--- src/rtl/cluster_pwr_seq_pkg.sv ---
// Shared types and constants for the cluster power sequencer.
//   state_t   : 3-bit sequencer state. The values are visible on state_o.
//   ctrl_t    : bundle of the six registered cluster control lines.
//   ctrl_for  : the control-line values that apply while in a given state.
package cluster_pwr_seq_pkg;

  typedef enum logic [2:0] {
    ST_OFF     = 3'd0,
    ST_PWR_UP  = 3'd1,
    ST_CLK_RST = 3'd2,
    ST_ON      = 3'd3,
    ST_DRAIN   = 3'd4,
    ST_HALT    = 3'd5,
    ST_CLK_OFF = 3'd6
  } state_t;

  typedef struct packed {
    logic pow;
    logic byp;
    logic clk_en;
    logic rstn;
    logic isolate;
    logic fetch;
  } ctrl_t;

  localparam int unsigned DEF_PWR_UP_CYCLES = 16;
  localparam int unsigned DEF_RST_CYCLES    = 8;
  localparam int unsigned DEF_IDLE_CYCLES   = 4;
  localparam int unsigned DEF_DRAIN_TIMEOUT = 1024;
  localparam int unsigned DEF_CNT_WIDTH     = 16;

  // Field order: pow, byp, clk_en, rstn, isolate, fetch.
  function automatic ctrl_t ctrl_for(input state_t s);
    ctrl_t c;
    case (s)
      ST_PWR_UP:  c = '{1'b1, 1'b1, 1'b0, 1'b0, 1'b1, 1'b0};
      ST_CLK_RST: c = '{1'b1, 1'b0, 1'b1, 1'b0, 1'b1, 1'b0};
      ST_ON:      c = '{1'b1, 1'b0, 1'b1, 1'b1, 1'b0, 1'b1};
      ST_DRAIN:   c = '{1'b1, 1'b0, 1'b1, 1'b1, 1'b0, 1'b0};
      ST_HALT:    c = '{1'b1, 1'b0, 1'b1, 1'b0, 1'b1, 1'b0};
      ST_CLK_OFF: c = '{1'b1, 1'b1, 1'b0, 1'b0, 1'b1, 1'b0};
      default:    c = '{1'b0, 1'b1, 1'b0, 1'b0, 1'b1, 1'b0};
    endcase
    return c;
  endfunction

endpackage

--- src/rtl/cluster_pwr_seq.sv ---
// Cluster power sequencer. Walks the cluster domain through supply-on,
// clock/reset, run, drain and shutdown on one on/off request at a time.
// Ports:
//   clk_i, rst_i            clock, asynchronous active-high reset
//   req_valid_i/req_ready_o request handshake (ready only in OFF and ON)
//   req_on_i                1 = power up, 0 = power down
//   req_boot_addr_i         boot address, captured on an accepted power-up
//   done_o                  one-cycle completion pulse
//   timeout_o               sticky flag: last drain ended by timeout
//   state_o                 current state
//   cluster_busy_i          cluster activity, only looked at while draining
//   cluster_*_o             registered cluster controls and boot address
module cluster_pwr_seq
  import cluster_pwr_seq_pkg::*;
#(
  parameter int unsigned PWR_UP_CYCLES = DEF_PWR_UP_CYCLES,
  parameter int unsigned RST_CYCLES    = DEF_RST_CYCLES,
  parameter int unsigned IDLE_CYCLES   = DEF_IDLE_CYCLES,
  parameter int unsigned DRAIN_TIMEOUT = DEF_DRAIN_TIMEOUT,
  parameter int unsigned CNT_WIDTH     = DEF_CNT_WIDTH
) (
  input  logic        clk_i,
  input  logic        rst_i,
  input  logic        req_valid_i,
  output logic        req_ready_o,
  input  logic        req_on_i,
  input  logic [63:0] req_boot_addr_i,
  output logic        done_o,
  output logic        timeout_o,
  output logic [2:0]  state_o,
  input  logic        cluster_busy_i,
  output logic        cluster_pow_o,
  output logic        cluster_byp_o,
  output logic        cluster_clk_en_o,
  output logic        cluster_rstn_o,
  output logic        cluster_isolate_o,
  output logic        cluster_fetch_enable_o,
  output logic [63:0] cluster_boot_addr_o
);

  localparam logic [CNT_WIDTH-1:0] PU_LOAD   = CNT_WIDTH'(PWR_UP_CYCLES - 1);
  localparam logic [CNT_WIDTH-1:0] RST_LOAD  = CNT_WIDTH'(RST_CYCLES - 1);
  localparam logic [CNT_WIDTH-1:0] IDLE_LAST = CNT_WIDTH'(IDLE_CYCLES - 1);
  localparam logic [CNT_WIDTH-1:0] TO_LAST   = CNT_WIDTH'(DRAIN_TIMEOUT - 1);

  state_t               state;
  ctrl_t                ctrl;
  logic [CNT_WIDTH-1:0] cnt;       // phase down-counter, or total drain cycles
  logic [CNT_WIDTH-1:0] idle_cnt;  // consecutive idle cycles while draining
  logic                 ready;
  logic                 done;
  logic                 timeout;
  logic [63:0]          boot_addr;
  logic                 accept;

  assign accept = req_valid_i & ready;

  always_ff @(posedge clk_i or posedge rst_i) begin
    if (rst_i) begin
      state     <= ST_OFF;
      ctrl      <= ctrl_for(ST_OFF);
      cnt       <= '0;
      idle_cnt  <= '0;
      ready     <= 1'b1;
      done      <= 1'b0;
      timeout   <= 1'b0;
      boot_addr <= '0;
    end else begin
      done <= 1'b0;
      case (state)
        ST_OFF: begin
          if (accept) begin
            timeout <= 1'b0;
            if (req_on_i) begin
              boot_addr <= req_boot_addr_i;
              state     <= ST_PWR_UP;
              ctrl      <= ctrl_for(ST_PWR_UP);
              ready     <= 1'b0;
              cnt       <= PU_LOAD;
            end else begin
              done <= 1'b1;  // already off
            end
          end
        end
        ST_PWR_UP: begin
          if (cnt == '0) begin
            state <= ST_CLK_RST;
            ctrl  <= ctrl_for(ST_CLK_RST);
            cnt   <= RST_LOAD;
          end else begin
            cnt <= cnt - 1'b1;
          end
        end
        ST_CLK_RST: begin
          if (cnt == '0) begin
            state <= ST_ON;
            ctrl  <= ctrl_for(ST_ON);
            ready <= 1'b1;
            done  <= 1'b1;
          end else begin
            cnt <= cnt - 1'b1;
          end
        end
        ST_ON: begin
          if (accept) begin
            timeout <= 1'b0;
            if (!req_on_i) begin
              state    <= ST_DRAIN;
              ctrl     <= ctrl_for(ST_DRAIN);
              ready    <= 1'b0;
              cnt      <= '0;
              idle_cnt <= '0;
            end else begin
              done <= 1'b1;  // already on
            end
          end
        end
        ST_DRAIN: begin
          // The timeout check comes first so it wins over a same-cycle idle exit.
          if (cnt == TO_LAST) begin
            timeout <= 1'b1;
            state   <= ST_HALT;
            ctrl    <= ctrl_for(ST_HALT);
          end else if (!cluster_busy_i && idle_cnt == IDLE_LAST) begin
            state <= ST_HALT;
            ctrl  <= ctrl_for(ST_HALT);
          end else begin
            // Both counters stay below their exit values here, so they cannot wrap.
            cnt      <= cnt + 1'b1;
            idle_cnt <= cluster_busy_i ? '0 : idle_cnt + 1'b1;
          end
        end
        ST_HALT: begin
          state <= ST_CLK_OFF;
          ctrl  <= ctrl_for(ST_CLK_OFF);
        end
        ST_CLK_OFF: begin
          state <= ST_OFF;
          ctrl  <= ctrl_for(ST_OFF);
          ready <= 1'b1;
          done  <= 1'b1;
        end
        default: begin
          state <= ST_OFF;
          ctrl  <= ctrl_for(ST_OFF);
          ready <= 1'b1;
        end
      endcase
    end
  end

  assign req_ready_o            = ready;
  assign done_o                 = done;
  assign timeout_o              = timeout;
  assign state_o                = state;
  assign cluster_pow_o          = ctrl.pow;
  assign cluster_byp_o          = ctrl.byp;
  assign cluster_clk_en_o       = ctrl.clk_en;
  assign cluster_rstn_o         = ctrl.rstn;
  assign cluster_isolate_o      = ctrl.isolate;
  assign cluster_fetch_enable_o = ctrl.fetch;
  assign cluster_boot_addr_o    = boot_addr;

endmodule

--- config.mk ---
export PLATFORM = sky130hd
export DESIGN_NAME = cluster_pwr_seq
export DESIGN_NICKNAME = d
export VERILOG_FILES = /design/src/rtl/cluster_pwr_seq_pkg.sv /design/src/rtl/cluster_pwr_seq.sv
export SDC_FILE = /design/constraint.sdc
export NUM_CORES = 1
export LEC_CHECK = 0
export CORE_ASPECT_RATIO = 1.1
export CORE_MARGIN = 5
export CORE_UTILIZATION = 45
export CTS_BUF_LIST = sky130_fd_sc_hd__clkbuf_4
export DETAILED_ROUTE_END_ITERATION = 10
export HOLD_SLACK_MARGIN = 0.03
export PLACE_DENSITY_LB_ADDON = 0.05
export SETUP_SLACK_MARGIN = 0.3
export SLEW_MARGIN = 20
export SYNTH_ARGS = -nofsm -noshare
export SYNTH_HDL_FRONTEND = slang
export SYNTH_SLANG_ARGS = --single-unit
--- constraint.sdc ---
create_clock -name clk_i -period 3.5 [get_ports clk_i]
set_input_delay 0.7 -clock clk_i [delete_from_list [all_inputs] [get_ports clk_i]]
set_output_delay 0.7 -clock clk_i [all_outputs]
set_load 0.01 [all_outputs]
# Yosys cells after proc, flatten, opt, wreduce, memory -nomap -nowiden
# Cells that the tools add are included.
[word_totals]
ff_bits = 108
in_bits = 69
output_inout_bits = 76
[op_classes]
add_sub_neg = 3
eq_ne = 20
n_mux = 46
n_bitwise = 2
n_reduce_logical = 15
[op_table]
columns = ["operator", "count"]
rows = [
  ["16-bit 2-to-1 mux", 11],
  ["16-bit case mux with 5 select lines", 1],
  ["6-bit 2-to-1 mux", 8],
  ["6-bit case mux with 6 select lines", 1],
  ["16-bit by 1-bit adder with 16-bit output, second input constant", 2],
  ["16-bit case mux with 2 select lines", 1],
  ["3-bit 2-to-1 mux", 8],
  ["2-bit != test, second input constant", 10],
  ["3-bit case mux with 6 select lines", 1],
  ["16-bit by 10-bit == test with 1-bit output, second input constant", 1],
  ["16-bit by 2-bit == test with 1-bit output, second input constant", 1],
  ["16-bit logical NOT", 1],
  ["16-bit by 1-bit subtractor with 16-bit output, second input constant", 1],
  ["1-bit 2-to-1 mux", 12],
  ["3-bit == test, second input constant", 3],
  ["1-bit case mux with 4 select lines", 2],
  ["8-bit AND reduction", 1],
  ["7-bit AND reduction", 1],
  ["3-bit by 2-bit == test with 1-bit output, second input constant", 2],
  ["3-bit AND reduction", 2],
  ["6-bit AND reduction", 1],
  ["5-bit AND reduction", 1],
  ["5-bit nonzero test", 1],
  ["2-bit nonzero test", 2],
  ["11 further kinds", 11],
]

# Longest topological paths before layout
# Gate-level depths: netlist (run 1).
[depth]
ltp_word = 5
depth_mapped = 10

# Worst setup path before layout (run 1)
# Ideal clock, no wire load.
[synth_timing]
kind = "reg-to-reg"
from = "register cnt[0]"
to = "register state[0] (netlist: state_o[0])"
arrival_ns = 2.316
required_time_ns = 3.375
slack_ns = 1.059
path_stages_with_launch = 10
synth_period_minus_slack_ns = 2.441
cell_sequence = "dfrtp_1 -> inv_1 -> ha_1 -> nor3b_1 -> nand4_2 -> nand2b_4 -> o211a_1 -> buf_6 -> a211oi_4 -> mux2_4"
[synth_via]
elab_chain_cells = 3
word_cells_on_any_way = 8
classes_between = "4 x eq/ne; 2 x mux; 2 x reduce/logical"
[synth_lines]
columns = ["element", "line", "source"]
rows = [
  ["start: declaration", "cluster_pwr_seq.sv:48", "logic [CNT_WIDTH-1:0] cnt;"],
  ["start signal: assignment", "cluster_pwr_seq.sv:91", "cnt <= cnt - 1'b1;"],
  ["start signal: assignment", "cluster_pwr_seq.sv:101", "cnt <= cnt - 1'b1;"],
  ["start signal: assignment", "cluster_pwr_seq.sv:129", "cnt <= cnt + 1'b1;"],
  ["16-bit by 10-bit == test with 1-bit output / 16-bit logical NOT (equally long branches)", "cluster_pwr_seq.sv:120, cluster_pwr_seq.sv:86, cluster_pwr_seq.sv:95", ""],
  ["3-bit != test (no source line), or another cell as far along", "n/a", ""],
  ["7-bit AND reduction (no source line) / 3-bit case mux with 6 select lines (equally long branches)", "n/a", ""],
  ["end signal: assignment", "cluster_pwr_seq.sv:122", "state <= ST_HALT;"],
  ["end signal: assignment", "cluster_pwr_seq.sv:125", "state <= ST_HALT;"],
  ["end signal: assignment", "cluster_pwr_seq.sv:134", "state <= ST_CLK_OFF;"],
  ["end: declaration", "cluster_pwr_seq.sv:46", "state_t state;"],
]
# Parallel ways exist; a longest one is shown, timed or not.
# A chain may end at the register's enable or synchronous reset.

# Final worst setup path (run 1)
[layout_timing]
from = "register cnt[0]"
to = "register cnt[12]"
[layout_via]
elab_chain_cells = 4
word_cells_on_any_way = 12
classes_between = "2 x add/sub; 3 x eq/ne; 5 x mux; 2 x reduce/logical"
[layout_lines]
columns = ["element", "line", "source"]
rows = [
  ["16-bit by 1-bit adder with 16-bit output", "cluster_pwr_seq.sv:129", ""],
  ["16-bit 2-to-1 mux", "cluster_pwr_seq.sv:124", "end else if (!cluster_busy_i && idle_cnt == IDLE_LAST) begin"],
  ["16-bit 2-to-1 mux", "cluster_pwr_seq.sv:120", "if (cnt == TO_LAST) begin"],
  ["16-bit case mux with 5 select lines", "cluster_pwr_seq.sv:70", "case (state)"],
]
# Parallel ways exist; a longest one is shown, timed or not. The select of a mux whose other input is x is not followed.

==> metrics, run 1 <==
Post-route DRC=0; Post CTS Setup Buffer Count=0; post-DP HPWL=10200 um; H-tree levels=3; maxcap violations=0; first-pass GRT wire length=22800 um; unrepaired setup endpoints after global routing=false; die height=125 um; CTS tree=done; Setup CP Type=flip-flop to flip-flop; R2R Path Start=cnt[0]$_DFFE_PP0P_; critical path fanouts, max=9; initial antenna violation count=0; I/O Pins=145; total core area=11900 sq um; Clock Pin Slew Worst Setup and Hold Paths=0.18 ns; period utilization=0.816; die area=14300 sq um; global placer's final weighted congestion=0.835; Final setup viols=0; DR vias=4425; root buf cell=clkbuf_4; Final Core Density=0.600; Max Root-Sink Buffers=2; wire per inst=17.8 um; critical path required time=3.89 ns; critical path capture point type=flip-flop; area grow syn2layout=32.0%; Rel. slew slack=0.533; post-synthesis sequential area ratio=0.501; Final Skew=0.0205 ns; Hold EP=cluster_boot_addr_o[5]$_DFFE_PP0P_; #FFs+latches synth=108; worst reg2reg path depth=8; ANT cells=0; worst flop-to-flop path endpoint=cnt[12]$_DFFE_PP0P_; CP Launch Type=flip-flop; Synth area leader=dfrtp_1; synth unique cells=60; CTS Hold Buffers Added=0; share of flip-flops with an asynchronous set or reset=1.00; area fraction of the dominant cell type after synthesis=0.487; synth top area cells=dfrtp_1 (49%), mux2_2 (14%), o21ai_0 (3.4%), nor2_1 (2.4%), o31ai_1 (2.2%); Cell Pwr Density=274 nW/um^2; most common cell after layout, fill and taps aside=clkdlybuf4s50_1; Setup TNS Final=0 ns; clock tree sinks=108; Slew @ Worst Pin=0.701 ns; Hold Fails Final Rpt=0; number of synthesized flops with an enable pin=0; FMAX=0.350 GHz; First-pass DRT Iterations=5; Initial Util=0.455; Post-Syn Area=5400 sq um; port buffer count=144; total wire length=14100 um; Chip Width=114 um; Pins Over Slew Limit=0; dpl cells=774; status=finished, final reports clean; Post-Layout Cell Count=790; Via density=5.60; Synth Area per Inst=10.9 sq um; vias in the first global route=4366; VDD IR max=0.000185 V; worst-skew pair later-pin latency=0.48 ns; Post-CTS Resized=0; largest net degree at the start of global routing=83; row cnt=42; Tmin final=2.86 ns; hold path cells=1; critical path arrival=3.25 ns; Initial DRC Count=360; synth warn=0; Routed Antenna Nets=0; Overflow after GRT=0; top_reg_cell synth=dfrtp_1; Hold Path Origin=cluster_boot_addr_o[5]$_DFFE_PP0P_; Total GRT Usage=0.197; syn nets=568; layout cell share with drive strength beyond 1=0.171; number of CTS-inserted buffers=9; FF-to-FF setup slack=0.64 ns; Leakage=0.00314 uW; commonest cells after routing, fill and taps aside=clkdlybuf4s50_1 (144), dfrtp_1 (105), mux2_2 (65); nets@finish=705; hold crit path type=flip-flop to flip-flop; Gate Count Post-Synth=494
synthesized netlist by cell type, types with 7 or more instances:
library cell,n
a21oi_1,18
and2_1,8
and4_1,7
clkbuf_1,22
dfrtp_1,105
inv_1,11
mux2_2,65
nand2_1,25
nand2b_1,10
nand3_1,16
nor2_1,34
nor4_1,9
o21ai_0,37
o31ai_1,16
state kept, by name, summed over array words and instances, names as in the netlist, 3 cells and up:
register,cells
cluster_boot_addr_o,64
cnt,16
idle_cnt,16
state_o,3
per-layer routing:
metal	GRT usage	vias up	part of all wire
met3	0.0462	24	0.064
li1	-	2106	-
met1	0.249	2131	0.42
met5	0	-	0
met2	0.325	164	0.50
met4	0.0755	0	0.024
where the power goes:
part	internal, uW	switching (uW)
registers	1250	0
clock network	163	438
logic	69.7	36.3
total	1480	474
critical path, stage by stage, from the launching register on:
cell and delay [ns]:
dfrtp_1 0.51, inv_1 0.18, ha_1 0.21, or3b_2 0.49
nor3_1 0.52, nand2_1 0.32, o31ai_1 0.27, and4_1 0.21
nor3_1 0.05
how the worst max path moves through the flow:
stage                                 startpoint                        end  slack (ns)  cells after the start
after global routing      state_o[0]$_DFFE_PP0P_    idle_cnt[6]$_DFFE_PP0P_        0.45                      5
after floorplan               cnt[0]$_DFFE_PP0P_     state_o[0]$_DFFE_PP0P_        1.06                      9
after CTS                 state_o[2]$_DFFE_PP0P_                 state_o[2]        0.74                      1
after detailed placement          cluster_busy_i     state_o[0]$_DFFE_PP0P_        0.45                      7
after global placement            cluster_busy_i  cluster_pow_o$_DFFE_PP0P_        0.52                      7
final                         cnt[0]$_DFFE_PP0P_        cnt[12]$_DFFE_PP0P_        0.64                      8
cell type report:
class | count | area (sq um)
multi-input combinational | 347 | 2540
clock inverter | 6 | 46.3
timing repair buffer | 154 | 1530
fill | 1014 | 4750
inverter | 11 | 45.0
clock buffer | 10 | 75.1
sequential | 108 | 2710
tap | 154 | 193
cell families (layout without fill, tap and decap cells):
family,count (synthesis),count (layout),synth area share
AO/OA/AOI/OAI,119,119,0.147
XOR/XNOR,6,6,0.00973
adder cells (fa/ha/maj),5,5,0.0116
buffers and inverters,39,181,0.0292
flip-flops,108,108,0.501
multiplexers,71,71,0.150
AND/OR/NAND/NOR,146,146,0.151
stage by stage:
stage               total power (uW)  hold WS, ns  cell area [sq um]  setup WS [ns]
finish                          1960        0.523               7130          0.643
global route                    2040        0.542               7130          0.446
CTS                             1990        0.527               7130          0.741
detailed placement              1380        0.491               7010          0.449
global placement                1380        0.486               7010          0.523
floorplan                       1290        0.446               5400           1.06
No activity file was read; power rests on OpenSTA's default activity.
==> run 2: changes to the inputs <==
Clock period 3.5 ns to 2.6 ns, I/O delays scaled along.
==> run 2 against run 1 <==
Compared with the run above: worst setup slack lost 0.44 ns; via count grew 4.2%; global-route usage grew 0.56 points; highest routed layer unchanged; non-clock buffer count grew 35; clock skew grew 0.0040 ns; hold slack lost 0.15 ns; sequential share of layout area shrank 1.6 points; wire length grew 2.9%; critical path type unchanged; clock power grew 30%; total power grew 34%.
==> metrics, run 2 (same netlist as run 1, synthesis figures left out) <==
FMAX=0.418 GHz (was 0.350 GHz); CP Launch Type=flip-flop (unchanged); layout cell share with drive strength beyond 1=0.235 (was 0.171); H-tree levels=3 (unchanged); Tmin final=2.39 ns (was 2.86 ns); Final setup viols=0 (unchanged); period utilization=0.921 (was 0.816); dpl ws=-0.0939 ns (was 0.449 ns); CP peak stage delay=0.44 ns (was 0.52 ns); Setup CP Type=flip-flop to flip-flop (unchanged); multi-input logic area=2560 sq um (was 2540 sq um); port buffer count=144 (unchanged); global placer's final weighted congestion=0.853 (was 0.835); Chip Width=114 um (unchanged); die height=125 um (unchanged); First-pass DRT Iterations=5 (unchanged); largest net degree at the start of global routing=65 (was 83); VDD IR max=0.000192 V (was 0.000185 V); Final Skew=0.0246 ns (was 0.0205 ns); Hold Fails Final Rpt=0 (unchanged); Initial Util=0.455 (unchanged); Top Family by Delay on Critical Path=compound AO/OA/AOI/OAI gates (was simple AND/OR/NAND/NOR gates); die area=14300 sq um (unchanged); fillcell total=1036 (was 1014); Initial DRC Count=328 (was 360); critical path required time=2.97 ns (was 3.89 ns); dpl cells=801 (was 774); CTS Hold Buffers Added=0 (unchanged); DR vias=4612 (was 4425); number of CTS-inserted buffers=9 (unchanged); critical path fanouts, max=6 (was 9); vias in the first global route=4543 (was 4366); clock tree sinks=108 (unchanged); first-pass GRT wire length=23500 um (was 22800 um); nets@finish=740 (was 705); Crit-path slowest cell=dfrtp_1 (was nor3_1); Clock Pin Slew Worst Setup and Hold Paths=0.17 ns (was 0.18 ns); routing usage on met3=0.0321 (was 0.0462); Overflow after GRT=0 (unchanged); Max Root-Sink Buffers=2 (unchanged); commonest cells after routing, fill and taps aside=clkdlybuf4s50_1 (144), dfrtp_1 (99), mux2_2 (65) (was clkdlybuf4s50_1 (144), dfrtp_1 (105), mux2_2 (65)); total wire length=14500 um (was 14100 um); CP cell instances=nor4_4 -> nand4_1 -> o31a_1 -> o211a_1 -> a211oi_4 -> buf_12 -> mux2_4 (was inv_1 -> ha_1 -> or3b_2 -> nor3_1 -> nand2_1 -> o31ai_1 -> and4_1 -> nor3_1); initial antenna violation count=1 (was 0); wire per inst=17.5 um (was 17.8 um); critical path arrival=2.76 ns (was 3.25 ns); Total GRT Usage=0.203 (was 0.197); maxcap violations=0 (unchanged); Post-route DRC=0 (unchanged); register area=2710 sq um (about the same); Post-Layout Cell Count=826 (was 790); area grow syn2layout=38.2% (was 32.0%); Leakage=0.00333 uW (was 0.00314 uW); Pins Over Slew Limit=0 (unchanged); root buf cell=clkbuf_4 (unchanged); status=finished, final reports clean (unchanged); Buffers & Inverters on Critical Path=1 (unchanged); post-DP HPWL=10600 um (was 10200 um); I/O Pins=145 (unchanged); Routed Antenna Nets=0 (unchanged); total core area=11900 sq um (unchanged); GRT met1 Usage=0.257 (was 0.249); Via density=5.58 (was 5.60); Slew @ Worst Pin=0.390 ns (was 0.701 ns); worst-skew pair later-pin latency=0.46 ns (was 0.48 ns); most common cell after layout, fill and taps aside=clkdlybuf4s50_1 (unchanged); max reg flops=64 (unchanged); Rel. slew slack=0.739 (was 0.533); Cell Pwr Density=350 nW/um^2 (was 274 nW/um^2); Top Usage Layer GRT=met2 (unchanged); hold crit path type=input port to async pin (was flip-flop to flip-flop); critical path capture point type=flip-flop (unchanged); unrepaired setup endpoints after global routing=true (was false); CTS tree=done (unchanged); met2 usage=0.348 (was 0.325); row cnt=42 (unchanged); Worst Setup Slack, final=0.206 ns (was 0.643 ns)
run 2: cell types whose count changed in the layout (fill, tap and decap cells not counted), sizes merged:
cell | previous run | this run
diode | 0 | 1
clkbuf | 10 | 13
buf | 10 | 44
inv | 13 | 11
run 2: through the flow:
stage / util / TNS [ns] / hold slack (ns) / area [sq um] / power (uW)
global route: 0.628 / 0 / 0.381 / 7460 / 2720
detailed placement: 0.611 / -0.331 / 0.492 / 7250 / 1870
CTS: 0.623 / 0 / 0.362 / 7400 / 2640
global placement: 0.611 / -0.153 / 0.486 / 7250 / 1860
finish: 0.628 / 0 / 0.378 / 7460 / 2610
floorplan: - / 0 / 0.446 / 5410 / 1740
run 2: worst paths after layout:
check / from / endpoint / slack (ns) / cells past startpoint
min in group clk_i: cluster_boot_addr_o[4]$_DFFE_PP0P_ / cluster_boot_addr_o[4]$_DFFE_PP0P_ / 0.52 / 1
max in group asynchronous: rst_i / req_ready_o$_DFFE_PP1P_ / 1.61 / 3
worst max-delay path: cnt[10]$_DFFE_PP0P_ / state_o[0]$_DFFE_PP0P_ / 0.21 / 7
worst min-delay path: rst_i / cluster_boot_addr_o[35]$_DFFE_PP0P_ / 0.38 / 2
worst max register to register: cnt[10]$_DFFE_PP0P_ / state_o[0]$_DFFE_PP0P_ / 0.21 / 7
worst min register to register: cluster_boot_addr_o[4]$_DFFE_PP0P_ / cluster_boot_addr_o[4]$_DFFE_PP0P_ / 0.52 / 1
run 2: layout make-up:
class	instances	share of cell area
inverters	11	0.00604
clock inverters	4	0.00319
well taps	154	0.0258
diodes	1	0.000335
flip-flops and latches	108	0.364
multi-input cells	347	0.344
clock buffers	12	0.0121
repair buffers	189	0.245
run 2: power breakdown:
group          total, uW  switching, uW  internal, uW  leakage [uW]
combinational        151           51.3           100       0.00180
clock                779            549           230     0.0000715
sequential          1680              0          1680       0.00146
run 2: metal layers:
metal	wire length (um)	vias up
met3	793	22
met1	5820	2288
met4	305	0
met5	0	-
met2	7560	130
li1	-	2172
run 2: timing repair:
action / in CTS / in global routing
setup buffers: 3 / 5
gates resized for setup: 5 / 7
setup endpoints to repair: 27 / 28
pin swaps: 1 / 1
